===== src/rtl/rx_port_arb_pkg.sv =====
// rx_port_arb_pkg: shared FSM encoding, defaults and port indices for rx_port_arb.
package rx_port_arb_pkg;
  typedef enum logic [1:0] {IDLE = 2'd0, GNT0 = 2'd1, GNT1 = 2'd2, DROP = 2'd3} state_e;
  localparam int MAX_WORDS_DEF = 768;
  localparam logic PORT0 = 1'b0;
  localparam logic PORT1 = 1'b1;
  function automatic logic [15:0] sat_add(input logic [15:0] a, input logic [2:0] b);
    logic [16:0] s;
    s = {1'b0, a} + {14'b0, b};
    return s[16] ? 16'hFFFF : s[15:0];
  endfunction
endpackage


===== src/rtl/rx_port_arb_if.sv =====
// rx_port_arb_if: two input packet ports plus the merged output port.
interface rx_port_arb_if;
  logic [15:0] in0_data, in1_data, dout;
  logic in0_sop, in0_eop, in0_vld, in0_mod, in0_rdy;
  logic in1_sop, in1_eop, in1_vld, in1_mod, in1_rdy;
  logic dout_sop, dout_eop, dout_vld, dout_mod, dout_err, dout_rdy;
  modport master (
    output in0_data, in0_sop, in0_eop, in0_vld, in0_mod,
    output in1_data, in1_sop, in1_eop, in1_vld, in1_mod,
    input  in0_rdy, in1_rdy,
    input  dout, dout_sop, dout_eop, dout_vld, dout_mod, dout_err,
    output dout_rdy
  );
  modport slave (
    input  in0_data, in0_sop, in0_eop, in0_vld, in0_mod,
    input  in1_data, in1_sop, in1_eop, in1_vld, in1_mod,
    output in0_rdy, in1_rdy,
    output dout, dout_sop, dout_eop, dout_vld, dout_mod, dout_err,
    input  dout_rdy
  );
endinterface


===== src/rtl/rx_port_arb_oreg.sv =====
// rx_port_arb_oreg: registered output stage; loads on load_en, holds while stalled.
module rx_port_arb_oreg (
  input  logic        clk,
  input  logic        rst_n,
  input  logic        load_en_i,
  input  logic        ld_i,
  input  logic [15:0] data_i,
  input  logic        sop_i,
  input  logic        eop_i,
  input  logic        mod_i,
  input  logic        err_i,
  output logic [15:0] data_o,
  output logic        sop_o,
  output logic        eop_o,
  output logic        mod_o,
  output logic        err_o,
  output logic        vld_o
);
  always_ff @(posedge clk or negedge rst_n)
    if (!rst_n) begin
      data_o <= '0;
      sop_o  <= 1'b0;
      eop_o  <= 1'b0;
      mod_o  <= 1'b0;
      err_o  <= 1'b0;
      vld_o  <= 1'b0;
    end else if (load_en_i) begin
      vld_o <= ld_i;
      if (ld_i) begin
        data_o <= data_i;
        sop_o  <= sop_i;
        eop_o  <= eop_i;
        mod_o  <= mod_i;
        err_o  <= err_i;
      end
    end
endmodule


===== src/rtl/rx_port_arb.sv =====
// rx_port_arb: two-port packet arbiter with round-robin grant, watchdog abort and orphan drain.
// Optional statistics counters are enabled with RX_PORT_ARB_STATS_EN.
module rx_port_arb
  import rx_port_arb_pkg::*;
#(
  parameter int MAX_WORDS = MAX_WORDS_DEF
) (
  input  logic clk,
  input  logic rst_n,
  rx_port_arb_if.slave bus
`ifdef RX_PORT_ARB_STATS_EN
  ,
  output logic [15:0] pkt_cnt0,
  output logic [15:0] pkt_cnt1,
  output logic [15:0] err_cnt
`endif
);
  state_e      state_q;
  logic        sel_q, rr_q;
  logic [15:0] cnt_q;
  logic [15:0] data, o_data;
  logic        sop, eop, vld, mod;
  logic        o_sop, o_eop, o_mod, o_err, o_vld;
  logic        load_en, gnt, acc, last, abort_w, orph0, orph1, start0, start1, pick1;
  assign data    = sel_q ? bus.in1_data : bus.in0_data;
  assign sop     = sel_q ? bus.in1_sop  : bus.in0_sop;
  assign eop     = sel_q ? bus.in1_eop  : bus.in0_eop;
  assign vld     = sel_q ? bus.in1_vld  : bus.in0_vld;
  assign mod     = sel_q ? bus.in1_mod  : bus.in0_mod;
  assign load_en = bus.dout_rdy || !o_vld;
  assign gnt     = state_q == GNT0 || state_q == GNT1;
  assign acc     = gnt && vld && load_en;
  assign last    = cnt_q + 16'd1 == 16'(MAX_WORDS);
  assign abort_w = !eop && last;
  // rdy is held low during reset so nothing is drained before the block is live
  assign orph0   = rst_n && state_q == IDLE && bus.in0_vld && !bus.in0_sop;
  assign orph1   = rst_n && state_q == IDLE && bus.in1_vld && !bus.in1_sop;
  assign start0  = bus.in0_vld && bus.in0_sop;
  assign start1  = bus.in1_vld && bus.in1_sop;
  assign pick1   = start1 && (!start0 || rr_q);
  assign bus.in0_rdy = orph0 || (state_q == GNT0 && load_en) || (state_q == DROP && sel_q == PORT0);
  assign bus.in1_rdy = orph1 || (state_q == GNT1 && load_en) || (state_q == DROP && sel_q == PORT1);
  always_ff @(posedge clk or negedge rst_n)
    if (!rst_n) begin
      state_q <= IDLE;
      sel_q   <= PORT0;
      rr_q    <= PORT0;
      cnt_q   <= '0;
    end else begin
      case (state_q)
        IDLE:
          if (start0 || start1) begin
            state_q <= pick1 ? GNT1 : GNT0;
            sel_q   <= pick1 ? PORT1 : PORT0;
            cnt_q   <= '0;
          end
        GNT0, GNT1:
          if (acc) begin
            cnt_q <= cnt_q + 16'd1;
            if (eop) begin
              state_q <= IDLE;
              rr_q    <= ~sel_q;
            end else if (last) state_q <= DROP;
          end
        DROP:
          if (vld && eop) begin
            state_q <= IDLE;
            rr_q    <= ~sel_q;
          end
        default: state_q <= IDLE;
      endcase
    end
  rx_port_arb_oreg u_oreg (
    .clk(clk), .rst_n(rst_n), .load_en_i(load_en), .ld_i(acc),
    .data_i(data), .sop_i(sop && cnt_q == 16'd0), .eop_i(eop || abort_w),
    .mod_i(eop && mod), .err_i(abort_w),
    .data_o(o_data), .sop_o(o_sop), .eop_o(o_eop), .mod_o(o_mod), .err_o(o_err), .vld_o(o_vld)
  );
  assign bus.dout     = o_data;
  assign bus.dout_sop = o_sop;
  assign bus.dout_eop = o_eop;
  assign bus.dout_mod = o_mod;
  assign bus.dout_err = o_err;
  assign bus.dout_vld = o_vld;
`ifdef RX_PORT_ARB_STATS_EN
  logic fwd_eop, mid_sop;
  assign fwd_eop = acc && (eop || last);
  assign mid_sop = acc && sop && cnt_q != 16'd0;
  always_ff @(posedge clk or negedge rst_n)
    if (!rst_n) begin
      pkt_cnt0 <= '0;
      pkt_cnt1 <= '0;
      err_cnt  <= '0;
    end else begin
      pkt_cnt0 <= sat_add(pkt_cnt0, {2'b0, fwd_eop && sel_q == PORT0});
      pkt_cnt1 <= sat_add(pkt_cnt1, {2'b0, fwd_eop && sel_q == PORT1});
      err_cnt  <= sat_add(err_cnt, 3'(acc && abort_w) + 3'(mid_sop) + 3'(orph0) + 3'(orph1));
    end
`endif
endmodule


===== src/flat_wrapper.sv =====
// flat-port wrapper written by rule: the top's interface ports become plain ports
module rx_port_arb_flat import rx_port_arb_pkg::*;
#(
  parameter int MAX_WORDS = MAX_WORDS_DEF
)
  (clk, rst_n, bus_in0_data, bus_in0_sop, bus_in0_eop, bus_in0_vld, bus_in0_mod, bus_in1_data, bus_in1_sop, bus_in1_eop, bus_in1_vld, bus_in1_mod, bus_in0_rdy, bus_in1_rdy, bus_dout, bus_dout_sop, bus_dout_eop, bus_dout_vld, bus_dout_mod, bus_dout_err, bus_dout_rdy);
  rx_port_arb_if bus_i ();
  input  logic clk;
  input  logic rst_n;
  input wire logic [$bits(bus_i.in0_data)-1:0] bus_in0_data;
  input wire logic [$bits(bus_i.in0_sop)-1:0] bus_in0_sop;
  input wire logic [$bits(bus_i.in0_eop)-1:0] bus_in0_eop;
  input wire logic [$bits(bus_i.in0_vld)-1:0] bus_in0_vld;
  input wire logic [$bits(bus_i.in0_mod)-1:0] bus_in0_mod;
  input wire logic [$bits(bus_i.in1_data)-1:0] bus_in1_data;
  input wire logic [$bits(bus_i.in1_sop)-1:0] bus_in1_sop;
  input wire logic [$bits(bus_i.in1_eop)-1:0] bus_in1_eop;
  input wire logic [$bits(bus_i.in1_vld)-1:0] bus_in1_vld;
  input wire logic [$bits(bus_i.in1_mod)-1:0] bus_in1_mod;
  output wire logic [$bits(bus_i.in0_rdy)-1:0] bus_in0_rdy;
  output wire logic [$bits(bus_i.in1_rdy)-1:0] bus_in1_rdy;
  output wire logic [$bits(bus_i.dout)-1:0] bus_dout;
  output wire logic [$bits(bus_i.dout_sop)-1:0] bus_dout_sop;
  output wire logic [$bits(bus_i.dout_eop)-1:0] bus_dout_eop;
  output wire logic [$bits(bus_i.dout_vld)-1:0] bus_dout_vld;
  output wire logic [$bits(bus_i.dout_mod)-1:0] bus_dout_mod;
  output wire logic [$bits(bus_i.dout_err)-1:0] bus_dout_err;
  input wire logic [$bits(bus_i.dout_rdy)-1:0] bus_dout_rdy;
  assign bus_i.in0_data = bus_in0_data;
  assign bus_i.in0_sop = bus_in0_sop;
  assign bus_i.in0_eop = bus_in0_eop;
  assign bus_i.in0_vld = bus_in0_vld;
  assign bus_i.in0_mod = bus_in0_mod;
  assign bus_i.in1_data = bus_in1_data;
  assign bus_i.in1_sop = bus_in1_sop;
  assign bus_i.in1_eop = bus_in1_eop;
  assign bus_i.in1_vld = bus_in1_vld;
  assign bus_i.in1_mod = bus_in1_mod;
  assign bus_in0_rdy = bus_i.in0_rdy;
  assign bus_in1_rdy = bus_i.in1_rdy;
  assign bus_dout = bus_i.dout;
  assign bus_dout_sop = bus_i.dout_sop;
  assign bus_dout_eop = bus_i.dout_eop;
  assign bus_dout_vld = bus_i.dout_vld;
  assign bus_dout_mod = bus_i.dout_mod;
  assign bus_dout_err = bus_i.dout_err;
  assign bus_i.dout_rdy = bus_dout_rdy;
  rx_port_arb #(.MAX_WORDS(MAX_WORDS)) u_core (.clk(clk), .rst_n(rst_n), .bus(bus_i));
endmodule

===== config.mk =====
export PLATFORM = sky130hd
export DESIGN_NAME = rx_port_arb_flat
export DESIGN_NICKNAME = d
export VERILOG_FILES = /design/src/rtl/rx_port_arb_pkg.sv /design/src/rtl/rx_port_arb_if.sv /design/src/rtl/rx_port_arb_oreg.sv /design/src/rtl/rx_port_arb.sv /design/src/flat_wrapper.sv
export SDC_FILE = /design/constraint.sdc
export NUM_CORES = 1
export LEC_CHECK = 0
export CAP_MARGIN = 20
export CORE_UTILIZATION = 50
export CTS_CLUSTER_SIZE = 8
export DETAILED_ROUTE_END_ITERATION = 10
export PLACE_DENSITY = 0.89
export SYNTH_ARGS = -nofsm -noshare
export SYNTH_HDL_FRONTEND = slang
export SYNTH_HIERARCHICAL = 1
export SYNTH_SLANG_ARGS = --single-unit

===== constraint.sdc =====
create_clock -name clk -period 3.2 [get_ports clk]
set_clock_uncertainty 0.15 [all_clocks]
set_input_delay 0.64 -clock clk [delete_from_list [all_inputs] [get_ports clk]]
set_output_delay 0.64 -clock clk [all_outputs]
set_load 0.03 [all_outputs]

==> flow_summary.ini, run 1 <==
[status]
status = complete, no violations

[floorplanning]
ios = 66
die_h_um = 76.4
rows = 26
coreArea_sq_um = 5200
die_w_um = 76.4
start_util_pct = 53.1
die_area_sq_um = 5830

[timing]
fmax_ghz = 0.373
layout_worst_path_cycle_share_pct = 83.7
hold_ws_ps = 11.3
slew_violations = 0
relSlewSlack_pct = 67.1
setup_tns_ps = 0
period_needed_ps = 2680
hold_viol = 0
worstMarginPinSlew_ps = 489
rsz0062_at_grt = no
setup-violations-final = 0

[routing]
wl_met2_um = 3810
via_count = 2433
wl_met1_um = 2920
first_pass_iters = 5
drt-total-wl_um = 7260
drtIter0Drc = 197
viasPerCell = 6.05
drc = 0
route.met3.wl_um = 364
wl_per_cell_um = 18.1
highest_layer = met4
drtAntennaViolNets = 0

[placement]
dpl_cell_area_sq_um = 3460
gp_congestion = 0.907
post-dp-hpwl_um = 5340
io_buffers = 65

[cts]
clk_path_buf_depth = 2
path_clk_slew_ps = 80
hold_buffers = 0
numCtsBuffers = 5
htreeDepth = 2
cts_resized = 0
cts_tree = built
root_buffer = clkbuf_8
cts_setup_buffers = 0
worstSkewPairLatency_ps = 300
cts.sinks = 41

[finish]
drive_above_1_share_pct = 19.6
final_common_cell = clkdlybuf4s50_1
area_delta_synth_final_pct = 28.9
mostFrequentLayoutCells = clkdlybuf4s50_1, dfrtp_1, o21ai_0, nand2_1, mux2_4
nets = 382
antenna_cells = 0
regArea_sq_um = 1030
multi_input_area_sq_um = 1610
nFillCells = 419
final_cell_area_sq_um = 3560

[logic_synthesis]
yosysWarnings = 6
synth.distinct_cells = 53
synth_top_area_share_pct = 37.1
synth.ff_latch_count = 41
synthTopCellsByArea = dfrtp_1, mux2_4, mux2_2
synth_area_sq_um = 2770
seq_area_frac_synth_pct = 37.1
syn_inst = 271
async_flop_share_pct = 100
synth_enable_flop_cells = 0
synth_largest_area_cell = dfrtp_1
syn-num-nets = 321
synth_area_per_cell_sq_um = 10.2
synth_ff_type = dfrtp_1

[worst_hold_path]
worstHoldPathType = input pin to asynchronous set/reset pin

[setup_path]
r2r_slack_ps = 540
r2r-start = u_core/cnt_q[1]
cp.arrival_ps = 1890
worstSetupStartpoint = bus_dout_rdy
timing.rr.end = u_core/u_oreg/err_o
cp_data_required_time_ps = 2410
reg2regPathDepth = 7
endpoint_kind = output port
start_kind = input pin
endpoint = bus_in1_rdy
crit_fanout = 4
crit_type = input pin to output port

[pwr]
p_per_area_nw_per_um2 = 823
max-vdd-ir-drop_mv = 0.691
p_leak_nw = 1.53
fin_total_pwr_mw = 2.93

[global_routing]
grt_pass1_wl_um = 12100
grt_max_degree = 38
first_global_vias = 2465
grt_overflow = 0
antenna_found_initial = 0
grt.total_usage_pct = 26.2

[flow_run]
cap_viol_max_count = 0
## cell usage after synthesis (7+ instances only)
master / number
a21oi_1: 9
and3_1: 7
buf_2: 7
dfrtp_1: 41
ha_1: 7
inv_1: 10
mux2_2: 17
mux2_4: 19
nand2_1: 19
nand3_1: 12
nand4_1: 7
nor2_1: 13
o21ai_0: 21
## area by class of cell
cell class                      instances  area share, %
Multi-Input combinational cell        203           45.2
Sequential cell                        41           28.8
Timing Repair Buffer                   71           19.6
Tap cell                               70           2.46
Clock buffer                            5           1.93
Inverter                               10           1.05
Clock inverter                          2          0.983
## kinds of logic (layout without fill, tap and decap cells)
kind of cell | after synthesis | after routing | synth area share (%)
compound gates | 60 | 60 | 14.8
xor+xnor | 4 | 4 | 1.27
fa+ha+maj | 7 | 7 | 3.17
buf+inv | 27 | 88 | 4.66
flops | 41 | 41 | 37.1
mux | 40 | 40 | 18.7
simple gates | 92 | 92 | 20.4
## registers in the layout, indices dropped and copies added, names as in the netlist
register	flops
u_core/rr_q	1
u_core/sel_q	1
u_core/cnt_q	16
u_core/u_oreg/eop_o	1
u_core/u_oreg/mod_o	1
u_core/u_oreg/err_o	1
u_core/state_q	2
u_core/u_oreg/sop_o	1
u_core/u_oreg/vld_o	1
u_core/u_oreg/data_o	16
## per-layer routing
| layer | GRT usage (%) | vias up |
|---|---|---|
| li1 | - | 1125 |
| met1 | 32.0 | 1188 |
| met2 | 45.5 | 101 |
| met3 | 3.71 | 19 |
| met4 | 12.3 | 0 |
| met5 | 0 | - |
## worst min-delay path by stage
stage / from / end / slack [ps]
after global placement: rst_n / u_core/sel_q / 330
after global routing: rst_n / u_core/u_oreg/mod_o / 10
after detailed placement: rst_n / u_core/u_oreg/data_o[0] / 330
after floorplan: rst_n / u_core/cnt_q[0] / 190
final: rst_n / u_core/u_oreg/data_o[0] / 10
after CTS: rst_n / u_core/u_oreg/data_o[0] / 9
## power by group
group | total, mW | internal, mW | switching [mW]
clock network | 0.414 | 0.227 | 0.187
logic | 1.72 | 0.825 | 0.899
registers | 0.796 | 0.680 | 0.116
total | 2.93 | 1.73 | 1.20
## worst max-delay path: stages
cell and delay, ps:
clkdlybuf4s50_1 410, nor2b_1 200, inv_1 130, a221o_1 340, buf_4 170
## per-stage QoR
stage | utilization [%] | setup slack (ps) | std cells
2_1_floorplan | - | 882 | 271
3_3_place_gp | 66.5 | 573 | 395
3_5_place_dp | 66.5 | 551 | 395
4_1_cts | 68.5 | 536 | 402
5_1_grt | 68.5 | 376 | 402
6_report | 68.5 | 520 | 402
No activity file was read; power rests on OpenSTA's default activity.
==> run 2: changes to the inputs <==
CORE_UTILIZATION = 45   (was 50)
PLACE_DENSITY = 0.85   (was 0.89)
clock period = 2.4 ns   (was 3.2 ns; I/O delays follow)
==> flow_summary.ini, run 2 (synthesis gave the netlist of run 1 again) <==
[routing]
drt-total-wl_um = 7060
via_count = 2487
wl_per_cell_um = 16.4
first_pass_iters = 4
viasPerCell = 5.77
drtIter0Drc = 70
drc = 0
drtAntennaViolNets = 0

[global_routing]
grt_overflow = 0
antenna_found_initial = 0
grt_pass1_wl_um = 11000
grt_max_degree = 42
first_global_vias = 2338
grt.total_usage_pct = 21.9

[setup_path]
endpoint_kind = output port
worstPathCellList = inv_1 > ha_4 > and4b_1 > a221o_1 > buf_4
crit_type = register to output port
crit_buf_inv = 2
cp_data_required_time_ps = 1770
slowest_delay_ps = 430
start_kind = register
crit_fanout = 10
crit_family = flip-flops
crit_slowest_cell = dfrtp_1
cp.arrival_ps = 1710

[timing]
hold_ws_ps = 183
slew_violations = 0
hold_viol = 0
setup-violations-final = 0
setup_tns_ps = 0
worstMarginPinSlew_ps = 514
fmax_ghz = 0.427
relSlewSlack_pct = 65.7
layout_worst_path_cycle_share_pct = 97.7
period_needed_ps = 2340

[cts]
cts_tree = built
root_buffer = clkbuf_8
clk_path_buf_depth = 2
numCtsBuffers = 5
htreeDepth = 2
worstSkewPairLatency_ps = 290
cts.sinks = 41
path_clk_slew_ps = 80
hold_buffers = 0

[finish]
antenna_cells = 0
regArea_sq_um = 1030
area_delta_synth_final_pct = 37.8
nFillCells = 448
final_common_cell = clkdlybuf4s50_1
mostFrequentLayoutCells = clkdlybuf4s50_1, dfrtp_1, buf_4, o21ai_0
multi_input_area_sq_um = 1660
drive_above_1_share_pct = 27.0
largestRegisters = u_core/cnt_q: 16 flops, u_core/u_oreg/data_o: 16 flops, u_core/state_q: 2 flops
nets = 405

[pwr]
fin_total_pwr_mw = 3.95
p_leak_nw = 1.67
max-vdd-ir-drop_mv = 0.627
p_per_area_nw_per_um2 = 1040

[floorplanning]
coreArea_sq_um = 5920
rows = 28
start_util_pct = 46.7
die_h_um = 80.4
die_area_sq_um = 6460
die_w_um = 80.4
ios = 66

[worst_hold_path]
worstHoldPathType = input pin to asynchronous set/reset pin

[placement]
gp_congestion = 0.878
io_buffers = 65
post-dp-hpwl_um = 5010

[status]
status = complete, no violations

[flow_run]
cap_viol_max_count = 0
## run 2: cell count changes in the layout (fill, tap and decap cells not counted), moves of 2 or more
cell	delta
buf_12	+2
buf_4	+19
buf_6	+2
dfrtp_1	-3
dfrtp_2	+3
ha_1	-2
ha_4	+2
## run 2: final timing paths
| path | slack [ps] | cells after the start | startpoint | to |
|---|---|---|---|---|
| min in group clk | 360 | 1 | u_core/u_oreg/data_o[13] | u_core/u_oreg/data_o[13] |
| worst max-delay path | 60 | 5 | u_core/state_q[0] | bus_in1_rdy |
| worst min-delay path | 180 | 2 | rst_n | u_core/cnt_q[11] |
| worst min register to register | 360 | 1 | u_core/u_oreg/data_o[13] | u_core/u_oreg/data_o[13] |
| max in group asynchronous | 1540 | 2 | rst_n | u_core/cnt_q[3] |
| worst max register to register | 70 | 8 | u_core/cnt_q[0] | u_core/u_oreg/err_o |
## run 2: metal layers
layer  GRT usage (%)  share of wire (%)  up-vias
met2            36.7                 50       88
met1            28.8                 43     1216
met4            7.86                1.2        0
li1                -                  -     1176
met5               0                  0        -
met3            2.84                6.3        7
## run 2: layout make-up
cell class	count	area share [%]
sequential	41	27.0
multi-input combinational	203	43.6
clock inverter	3	0.460
timing repair buffer	94	23.7
clock buffer	5	1.81
inverter	10	0.985
tap	75	2.46
## run 2: what timing repair did
item	CTS	global route
gates resized for setup	1	12
setup endpoints to repair	2	6
setup buffers	0	4
pin swaps	0	3
## run 2: through the flow
| step | utilization [%] | setup slack (ps) | std cells | instance area [sq um] |
|---|---|---|---|---|
| 3_3_place_gp | 61.4 | 87.2 | 419 | 3630 |
| 5_1_grt | 64.4 | -58.1 | 431 | 3810 |
| 4_1_cts | 62.9 | 42.6 | 427 | 3720 |
| 3_5_place_dp | 61.4 | 29.9 | 419 | 3630 |
| 6_report | 64.4 | 56.2 | 431 | 3810 |
| 2_1_floorplan | - | 82.4 | 271 | 2770 |
## run 2: report_power, final
| part | switching (mW) | internal [mW] |
|---|---|---|
| Combinational | 1.23 | 1.23 |
| Clock | 0.242 | 0.201 |
| Sequential | 0.143 | 0.906 |
